`config.mk`:
```
export PLATFORM = sky130hd
export DESIGN_NAME = uart_tx_param
export DESIGN_NICKNAME = d
export VERILOG_FILES = /design/src/rtl/uart_tx_pkg.sv /design/src/rtl/uart_tx_fifo.sv /design/src/rtl/uart_tx_param.sv
export SDC_FILE = /design/constraint.sdc
export NUM_CORES = 1
export LEC_CHECK = 0
export BUFFER_PORTS_ARGS = -buffer_cell sky130_fd_sc_hd__buf_2
export CORE_ASPECT_RATIO = 0.7
export CORE_MARGIN = 3
export CORE_UTILIZATION = 30
export DETAILED_ROUTE_END_ITERATION = 7
export PLACE_DENSITY = 0.43
export SLEW_MARGIN = 20
export SYNTH_ARGS = -nofsm -noshare
export SYNTH_HDL_FRONTEND = slang
export SYNTH_HIERARCHICAL = 1
export SYNTH_SLANG_ARGS = --single-unit
```
`constraint.sdc`:
```
create_clock -name CLK -period 6.2 [get_ports CLK]
set_input_delay 1.55 -clock CLK [delete_from_list [all_inputs] [get_ports CLK]]
set_output_delay 1.55 -clock CLK [all_outputs]
set_load 0.02 [all_outputs]
```
`src/rtl/uart_tx_pkg.sv`:
```
// Shared definitions for the parameterised UART transmitter: FSM encoding,
// parity constants and the latched per-frame configuration.
package uart_tx_pkg;

  typedef logic [2:0] state_t;

  localparam state_t ST_IDLE   = 3'd0;
  localparam state_t ST_START  = 3'd1;
  localparam state_t ST_DATA   = 3'd2;
  localparam state_t ST_PARITY = 3'd3;
  localparam state_t ST_STOP   = 3'd4;

  localparam logic PAR_EVEN = 1'b0;
  localparam logic PAR_ODD  = 1'b1;

  localparam int unsigned MAX_DATA_WIDTH = 9;

  typedef struct packed {
    logic par_en;
    logic stop2;
  } frame_cfg_t;

  // Parity over a zero-extended data word; padding zeros do not change the XOR.
  function automatic logic frame_parity(input logic [MAX_DATA_WIDTH-1:0] data,
                                        input logic                      par_typ);
    return (^data) ^ (par_typ == PAR_ODD);
  endfunction

endpackage

```
`src/rtl/uart_tx_fifo.sv`:
```
// Synchronous FIFO buffering words for the UART transmitter; DEPTH=1 acts as
// a single holding register.
module uart_tx_fifo #(
  parameter int unsigned DEPTH = 4,
  parameter int unsigned WIDTH = 8
) (
  input  logic             clk,
  input  logic             rst,
  input  logic             push,
  input  logic [WIDTH-1:0] push_data,
  input  logic             pop,
  output logic [WIDTH-1:0] pop_data,
  output logic             full,
  output logic             empty
);

  localparam int unsigned AW = (DEPTH > 1) ? $clog2(DEPTH) : 1;
  localparam int unsigned CW = $clog2(DEPTH + 1);

  logic [WIDTH-1:0] mem [DEPTH];
  logic [AW-1:0]    wr_ptr;
  logic [AW-1:0]    rd_ptr;
  logic [CW-1:0]    count;
  logic             do_push;
  logic             do_pop;

  assign full     = (count == CW'(DEPTH));
  assign empty    = (count == '0);
  assign do_push  = push && !full;
  assign do_pop   = pop && !empty;
  assign pop_data = mem[rd_ptr];

  function automatic logic [AW-1:0] ptr_next(input logic [AW-1:0] ptr);
    return (ptr == AW'(DEPTH - 1)) ? '0 : ptr + AW'(1);
  endfunction

  // Storage carries no reset; the count alone defines which entries are live.
  always_ff @(posedge clk) begin
    if (do_push) mem[wr_ptr] <= push_data;
  end

  always_ff @(posedge clk or posedge rst) begin
    if (rst) begin
      wr_ptr <= '0;
      rd_ptr <= '0;
      count  <= '0;
    end else begin
      if (do_push) wr_ptr <= ptr_next(wr_ptr);
      if (do_pop)  rd_ptr <= ptr_next(rd_ptr);
      case ({do_push, do_pop})
        2'b10:   count <= count + CW'(1);
        2'b01:   count <= count - CW'(1);
        default: count <= count;
      endcase
    end
  end

endmodule

```
`src/rtl/uart_tx_param.sv`:
```
// Parameterised UART transmitter with optional parity and 1/2 stop bits.
// Define UART_TX_FIFO_EN for a FIFO_DEPTH-entry buffer; otherwise one holding register.
module uart_tx_param
  import uart_tx_pkg::*;
#(
  parameter int unsigned DATA_WIDTH = 8,
  parameter int unsigned DIV_WIDTH  = 16,
  parameter int unsigned FIFO_DEPTH = 4
) (
  input  logic                  CLK,
  input  logic                  RST,
  input  logic [DATA_WIDTH-1:0] P_DATA,
  input  logic                  DATA_VALID,
  output logic                  DATA_READY,
  input  logic                  PAR_EN,
  input  logic                  PAR_TYP,
  input  logic                  STOP2,
  input  logic [DIV_WIDTH-1:0]  BAUD_DIV,
  output logic                  TX_OUT,
  output logic                  Busy
);

`ifdef UART_TX_FIFO_EN
  localparam bit FIFO_EN = 1'b1;
`else
  localparam bit FIFO_EN = 1'b0;
`endif
  localparam int unsigned BUF_DEPTH = FIFO_EN ? FIFO_DEPTH : 1;
  localparam int unsigned BIT_CW    = 4;

  state_t                state_q, state_d;
  logic [DIV_WIDTH-1:0]  baud_cnt_q, baud_cnt_d;
  logic [DIV_WIDTH-1:0]  div_q, div_d;
  logic [BIT_CW-1:0]     bit_cnt_q, bit_cnt_d;
  logic [DATA_WIDTH-1:0] shift_q, shift_d;
  frame_cfg_t            cfg_q, cfg_d;
  logic                  par_bit_q, par_bit_d;
  logic                  tx_q, tx_d;
  logic                  busy_q, busy_d;

  logic [DATA_WIDTH-1:0] buf_data;
  logic                  buf_full;
  logic                  buf_empty;
  logic                  pop_c;
  logic                  bit_end_c;
  logic                  last_stop_c;

  uart_tx_fifo #(
    .DEPTH (BUF_DEPTH),
    .WIDTH (DATA_WIDTH)
  ) u_buf (
    .clk       (CLK),
    .rst       (RST),
    .push      (DATA_VALID),
    .push_data (P_DATA),
    .pop       (pop_c),
    .pop_data  (buf_data),
    .full      (buf_full),
    .empty     (buf_empty)
  );

  assign DATA_READY  = !buf_full;
  assign TX_OUT      = tx_q;
  assign Busy        = busy_q;
  assign bit_end_c   = (baud_cnt_q == div_q - DIV_WIDTH'(1));
  assign last_stop_c = cfg_q.stop2 ? (bit_cnt_q == BIT_CW'(1)) : 1'b1;

  always_ff @(posedge CLK or posedge RST) begin
    if (RST) begin
      state_q    <= ST_IDLE;
      baud_cnt_q <= '0;
      div_q      <= DIV_WIDTH'(1);
      bit_cnt_q  <= '0;
      shift_q    <= '0;
      cfg_q      <= '0;
      par_bit_q  <= 1'b0;
      tx_q       <= 1'b1;
      busy_q     <= 1'b0;
    end else begin
      state_q    <= state_d;
      baud_cnt_q <= baud_cnt_d;
      div_q      <= div_d;
      bit_cnt_q  <= bit_cnt_d;
      shift_q    <= shift_d;
      cfg_q      <= cfg_d;
      par_bit_q  <= par_bit_d;
      tx_q       <= tx_d;
      busy_q     <= busy_d;
    end
  end

  always_comb begin
    state_d    = state_q;
    baud_cnt_d = baud_cnt_q;
    div_d      = div_q;
    bit_cnt_d  = bit_cnt_q;
    shift_d    = shift_q;
    cfg_d      = cfg_q;
    par_bit_d  = par_bit_q;
    pop_c      = 1'b0;
    tx_d       = 1'b1;
    busy_d     = 1'b0;

    if (state_q != ST_IDLE) begin
      baud_cnt_d = bit_end_c ? '0 : baud_cnt_q + DIV_WIDTH'(1);
    end

    case (state_q)
      ST_START: begin
        if (bit_end_c) begin
          state_d   = ST_DATA;
          bit_cnt_d = '0;
        end
      end
      ST_DATA: begin
        if (bit_end_c) begin
          shift_d = shift_q >> 1;
          if (bit_cnt_q == BIT_CW'(DATA_WIDTH - 1)) begin
            bit_cnt_d = '0;
            state_d   = cfg_q.par_en ? ST_PARITY : ST_STOP;
          end else begin
            bit_cnt_d = bit_cnt_q + BIT_CW'(1);
          end
        end
      end
      ST_PARITY: begin
        if (bit_end_c) begin
          state_d   = ST_STOP;
          bit_cnt_d = '0;
        end
      end
      ST_STOP: begin
        if (bit_end_c) begin
          if (last_stop_c) state_d = ST_IDLE;
          else             bit_cnt_d = bit_cnt_q + BIT_CW'(1);
        end
      end
      default: state_d = ST_IDLE;
    endcase

    // A new frame starts from idle or straight out of the final stop bit.
    if (!buf_empty && ((state_q == ST_IDLE) ||
                       ((state_q == ST_STOP) && bit_end_c && last_stop_c))) begin
      pop_c      = 1'b1;
      state_d    = ST_START;
      baud_cnt_d = '0;
      bit_cnt_d  = '0;
      shift_d    = buf_data;
      div_d      = (BAUD_DIV == '0) ? DIV_WIDTH'(1) : BAUD_DIV;
      cfg_d      = '{par_en: PAR_EN, stop2: STOP2};
      par_bit_d  = frame_parity(MAX_DATA_WIDTH'(buf_data), PAR_TYP);
    end

    // Line outputs are registered, so they follow the next state.
    case (state_d)
      ST_START:  tx_d = 1'b0;
      ST_DATA:   tx_d = shift_d[0];
      ST_PARITY: tx_d = par_bit_d;
      default:   tx_d = 1'b1;
    endcase
    busy_d = (state_d != ST_IDLE);
  end

endmodule

```
==> out/results.ini, run 1 <==
[die]
rows=32
die_x_um=134
coreArea_um2=11100
ioPinCount=33
initial_utilization=0.311
die-area_um2=12900
die_h_um=95.8

[synthesis]
synth.most_common_cell=nand2_1
yosysSeqAreaShare=0.454
async_flop_share=0.869
syn_inst=381
syn_avg_cell_area_um2=9.07
synth_top_area_cell=dfrtp_1
synth-main-ff-cell=dfrtp_1
synth_common_cells=81 x nand2_1, 51 x dfrtp_1, 21 x o21ai_0, 21 x xor2_1, 20 x nor2_1
synth_warnings=6
synth_seq_cells=61
ys_top_cells_by_area=dfrtp_1 37%, nand2_1 8.8%, edfxtp_1 6.9%
synthDistinctLibCells=62
synth_area_um2=3460
mappedNetlistNets=415
synth_edf_count=8
synth_top_area_share=0.369

[power_and_ir_drop]
total_power_w=0.00107
p_clk_frac=0.413
p_int_w=0.000773
p_switching_w=0.000302
seqPwrFrac=0.463
peakVddDrop_v=0.000132
p_per_area_nw_per_um2=267
leakagePower_nw=1.74
p_sw_frac=0.281
power_frac_comb=0.124

[clock_network]
cts_sinks=61
post_cts_resized=0
hold_buffers=0
cts-root-buf=clkbuf_16
cts_setup_buffers=0
cts_max_level=3
worstSkewPairLatency_ns=0.33
cts_tree=yes
clk_path_buf_depth=2
clk_pin_slew_ns=0.05
numCtsBuffers=9

[timing]
period_share=0.646
finalSetupViolCount=0
fin_setup_tns_ns=0
hold_viol_final=0
tightest_slew_ns=0.901
min_period_ns=4.01
slew_violations=0
rsz0062_at_grt=no
skew_ns=0.00730
slew_headroom=0.399
max_freq_ghz=0.250

[grt]
grt_antenna_before_repair=0
grt-ovfl-total=0
grt_use_total=0.146
grt_pass1_wl_um=14600
grt_start_max_net_pins=53
grt_pass1_vias=2739

[worst_setup_path]
required_ns=6.41
cp.buffers_inverters=2
crit_top_cell=inv_1
critical_path_arrival_ns=4.21
path_class=reg -> reg
slowest_stage=nor4b_4
crit_chain=inv_1, ha_1, or4b_1, a2111oi_0, nor3_1, or2_2, nor4b_4, mux2_2, nor2b_1, inv_1, or3_1
start_kind=register
critical_path.startpoint=div_q[1]
cp_max_fo=16
critPathTopFamily=simple AND/OR/NAND/NOR gates
max_stage_delay_ns=0.77
cp-end-kind=register
reg2reg_from=div_q[1]

[route]
drc=0
first_iter_violations=164
vias=2790
wl_um=8750
wire_per_inst_um=15.4
postRouteAntennaNets=0
drt-pass1-iter-count=6
vias_per_cell=4.92

[placement]
io_buffers=32
place_congestion=0.827
dp_hpwl_um=6370

[finish]
final_nets=443
final_layout_size_suffix_gt1_frac=0.155
fill_cells=1185
antennaDiodeCount=0
ff_latch_area_um2=1570
multiInputGateArea_um2=1760
syn2layout_area_growth_pct=16.3

[worst_hold_path]
hold_start=shift_q[5]
hold_path_class=reg -> reg

[flow_run]
maxCapViolCount=0

[outcome]
status=complete, no violations

[path summary, 6_finish.rpt]
path,end,slack (ns),cells after the start
max,Busy,2.19,11
min,shift_q[5],0.48,1
max reg2reg,Busy,2.19,11
min reg2reg,shift_q[5],0.48,1
max in group asynchronous,shift_q[4],4.28,3
min in group asynchronous,u_buf/full,1.06,2
[layer usage]
layer  global-route usage  part of all wire  vias to the layer above
met5                    0                 0                        -
met4               0.0347             0.011                        0
met3               0.0387             0.045                        8
met2                0.195              0.38                       58
met1                0.229              0.56                     1332
li1                     -                 -                     1392
[metrics by stage]
| stage | area, um^2 | instances | hold slack (ns) | util | setup WS, ns |
|---|---|---|---|---|---|
| after floorplan | 3460 | 381 | 0.445 | - | 2.92 |
| final | 4020 | 567 | 0.476 | 0.361 | 2.19 |
| after global routing | 4020 | 567 | 0.494 | 0.361 | 1.83 |
| after detailed placement | 3750 | 551 | 0.466 | 0.337 | 2.25 |
| after CTS | 4020 | 567 | 0.479 | 0.361 | 2.21 |
| after global placement | 3750 | 551 | 0.462 | 0.337 | 2.25 |
[cell usage in the layout, fill, tap and decap left out, types with 8 or more instances in the layout]
cell,instances
nand2_1,81
dfrtp_1,51
buf_2,32
xor2_1,21
o21ai_0,21
nor2_1,20
xnor2_1,17
a21oi_1,11
inv_1,11
nand3_1,10
nor3_1,9
clkbuf_16,9
a21o_1,8
edfxtp_1,8
[power groups by stage]
stage	Clock [W]	Combinational (W)	Sequential (W)
floorplan	0	0.000118	0.000472
global placement	0	0.000132	0.000503
detailed placement	0	0.000133	0.000503
CTS	0.000460	0.000134	0.000496
global route	0.000480	0.000152	0.000506
finish	0.000444	0.000133	0.000497
[state kept, by name (all words and copies together), names as in the netlist]
name / count
par_bit_q: 1
bit_cnt_q: 4
state_q: 3
Busy: 1
TX_OUT: 1
u_buf/full: 1
cfg_q: 2
shift_q: 8
u_buf/mem: 8
baud_cnt_q: 16
div_q: 16
[kinds of logic (layout without fill, tap and decap cells)]
group,count (synthesis),count (layout),share of synthesized area
and+or+nand+nor,169,169,0.241
AOI/OAI and AO/OA,75,75,0.148
buffers and inverters,31,64,0.0373
adders and majority gates,4,4,0.0145
xor gates and xnor gates,38,38,0.0963
DFF,61,61,0.454
muxes,3,3,0.00905
[area by class of cell]
type / count / area share
Clock buffer: 9 / 0.0560
Inverter: 13 / 0.0121
Tap cell: 153 / 0.0476
Clock inverter: 7 / 0.0106
Multi-Input combinational cell: 289 / 0.438
Sequential cell: 61 / 0.390
Timing Repair Buffer: 35 / 0.0455
(Power assumes the default switching activity.)
==> run 2, diff against run 1 <==
- ABC_AREA: default -> 1
- clock period: 6.2 -> 4 ns (I/O delays scaled with it)
==> run 2 against run 1 <==
  * Via count is 19% higher
  * Critical endpoint is now baud_cnt_q[11]
  * Final area is 10% higher
  * Power grew to 3.0 times the previous value
  * Area after synthesis is 11% higher
  * Synthesized cell count is 36% higher
  * Largest power group is now combinational cells
==> out/results.ini, run 2 <==
[worst_hold_path]
hold_path_depth=2  ; +1
hold_end=div_q[0]
hold_start=div_q[0]
hold_path_class=reg -> reg

[worst_setup_path]
crit_top_cell=nand2_1
critical_path_arrival_ns=2.87  ; -1.34 ns
required_ns=4.18  ; -2.23 ns
cp_max_fo=13  ; -3
start_kind=register
slowest_stage=a21oi_2
reg2reg_from=div_q[5]
max_stage_delay_ns=0.58  ; -0.19 ns
rrSetupSlack_ns=1.32  ; -0.88 ns
reg2reg_depth=12  ; +1
cp-end-kind=register
r2r-end=baud_cnt_q[11]
crit_chain=nor2_1, nand2_2, nor2_8, nand2_1, nand2_1, nand2_1, nor2_1, nand2_1, nor2_2, nand3_4, a21oi_2, nor3_1
path_class=reg -> reg

[synthesis]
synth_top_area_share=0.333  ; -0.0359
synth_top_area_cell=dfrtp_1
synthDistinctLibCells=44  ; -29%
syn_inst=518  ; +36%
synth_edf_count=8  ; unchanged
synth.most_common_cell=nand2_1
mappedNetlistNets=552  ; +33%
ys_top_cells_by_area=dfrtp_1 33%, nand2_1 15%, inv_1 7.0%
synth_common_cells=154 x nand2_1, 71 x inv_1, 63 x nor2_1, 51 x dfrtp_1, 36 x nand3_1
async_flop_share=0.869  ; unchanged
syn_avg_cell_area_um2=7.39  ; -19%
synth-main-ff-cell=dfrtp_1
synth_seq_cells=61  ; unchanged
synth_warnings=6  ; unchanged
synth_area_um2=3830  ; +11%
yosysSeqAreaShare=0.410  ; -0.0442

[grt]
grt_antenna_before_repair=0  ; unchanged
grt_pass1_vias=3273  ; +19%
grt_start_max_net_pins=37  ; -30%
grt_pass1_wl_um=16900  ; +16%
grt_use_total=0.152  ; +0.00629
grt-ovfl-total=0  ; unchanged

[clock_network]
cts_setup_buffers=0  ; unchanged
cts_max_level=3  ; unchanged
cts_sinks=61  ; unchanged
cts_tree=yes
post_cts_resized=0  ; unchanged
hold_buffers=0  ; unchanged
worstSkewPairLatency_ns=0.33  ; about the same
cts-root-buf=clkbuf_16
numCtsBuffers=9  ; unchanged
clk_pin_slew_ns=0.05  ; about the same
clk_path_buf_depth=2  ; unchanged

[timing]
rsz0062_at_grt=no
min_period_ns=2.68  ; -1.32 ns
skew_ns=0.00727  ; -0.0000314 ns
max_freq_ghz=0.373  ; +49%
period_share=0.670  ; +0.0244
hold_viol_final=0  ; unchanged
timing.hold.ws_ns=0.491  ; +0.0156 ns
tightest_slew_ns=0.991  ; +0.0898 ns
worst_slack_ns=1.32  ; -0.876 ns
slew_headroom=0.333  ; -0.0653
finalSetupViolCount=0  ; unchanged
slew_violations=0  ; unchanged
fin_setup_tns_ns=0  ; unchanged

[route]
drc=0  ; unchanged
drt-pass1-iter-count=4  ; -2
wire_per_inst_um=14.2  ; -8.1%
wl_um=10200  ; +16%
first_iter_violations=322  ; +96%
vias_per_cell=4.64  ; -5.8%
postRouteAntennaNets=0  ; unchanged
vias=3329  ; +19%

[finish]
antennaDiodeCount=0  ; unchanged
final_nets=590  ; +33%
multiInputGateArea_um2=1910  ; +8.5%
finish.utilization=0.365  ; +0.00444
syn2layout_area_growth_pct=15.5
fill_cells=1300  ; +9.7%
top_regs=baud_cnt_q (16), div_q (16)
mostFrequentLayoutCell=nand2_1
final_layout_size_suffix_gt1_frac=0.141  ; -0.0138
ff_latch_area_um2=1570  ; unchanged
layout_common_cells=154 x nand2_1, 70 x inv_1, 63 x nor2_1

[placement]
place_congestion=0.857  ; +3.6%
post-place-ws_ns=1.28  ; -0.967 ns
dp_hpwl_um=8050  ; +26%
io_buffers=32  ; unchanged

[power_and_ir_drop]
peakVddDrop_v=0.000281  ; +110%
leakagePower_nw=2.18  ; +26%
p_per_area_nw_per_um2=723  ; +170%

[die]
rows=33  ; +3.1%
coreArea_um2=12100  ; +8.7%
die_h_um=101  ; +4.9%
initial_utilization=0.317  ; +0.00599
die-area_um2=14200  ; +10%
ioPinCount=33  ; unchanged
die_x_um=141  ; +5.0%

[flow_run]
maxCapViolCount=0  ; unchanged

[outcome]
status=complete, no violations

[run 2: changes by cell type in the layout (fill, tap and decap cells not counted), sizes merged, moves of 4 or more]
| cell | before | now |
|---|---|---|
| inv | 13 | 79 |
| nor2 | 20 | 71 |
| nor2b | 6 | 0 |
| xor2 | 21 | 15 |
| a32o | 5 | 1 |
| a21o | 8 | 0 |
| o221ai | 0 | 5 |
| a21oi | 12 | 4 |
| and3 | 6 | 0 |
| nand3 | 10 | 39 |
| nand2b | 5 | 0 |
| nand2 | 81 | 163 |
[run 2: through the flow]
step	total power, W	area, um^2	cells
after floorplan	0.00214	3830	518
after detailed placement	0.00249	4150	702
after global placement	0.00249	4150	702
after global routing	0.00350	4420	718
final	0.00320	4420	718
after CTS	0.00323	4420	718
[run 2: critical path, delay by kind of cell, from the launching register on]
family	cells	cell delay, ns
simple gates	11	1.49
compound gates	1	0.58
flops	1	0.46
[run 2: area by class of cell]
class / instances / share of cell area
Clock buffer: 9 / 0.0509
Clock inverter: 7 / 0.0113
Inverter: 78 / 0.0690
Multi-Input combinational cell: 373 / 0.432
Sequential cell: 61 / 0.355
Tap cell: 157 / 0.0444
Timing Repair Buffer: 33 / 0.0379
[run 2: cells by family after synthesis]
family / synth area share
AO/OA/AOI/OAI: 0.0673
XOR/XNOR: 0.0663
adder cells (fa/ha/maj): 0.0131
buffers and inverters: 0.0921
flip-flops: 0.410
AND/OR/NAND/NOR: 0.352
[run 2: per-layer routing]
| layer | routed length (um) | GRT usage | share of wire | vias up |
|---|---|---|---|---|
| met5 | 0 | 0 | 0 | - |
| met4 | 73 | 0.0335 | 0.0072 | 0 |
| met3 | 591 | 0.0365 | 0.058 | 6 |
| met2 | 3760 | 0.200 | 0.37 | 86 |
| met1 | 5760 | 0.245 | 0.57 | 1519 |
| li1 | - | - | - | 1718 |
[run 2: how the worst max path moves through the flow]
stage / end / startpoint / slack, ns
6_report: baud_cnt_q[11] / div_q[5] / 1.32
5_1_grt: bit_cnt_q[1] / div_q[0] / 0.99
4_1_cts: baud_cnt_q[11] / div_q[0] / 1.28
3_5_place_dp: baud_cnt_q[11] / div_q[0] / 1.28
3_3_place_gp: baud_cnt_q[11] / div_q[5] / 1.32
2_1_floorplan: u_buf/full / div_q[0] / 1.68
[run 2: power breakdown]
part | total (W) | internal (W) | switching, W
Combinational | 0.00146 | 0.000468 | 0.000995
Sequential | 0.00101 | 0.000829 | 0.000183
Clock | 0.000723 | 0.000421 | 0.000302
Total | 0.00320 | 0.00172 | 0.00148
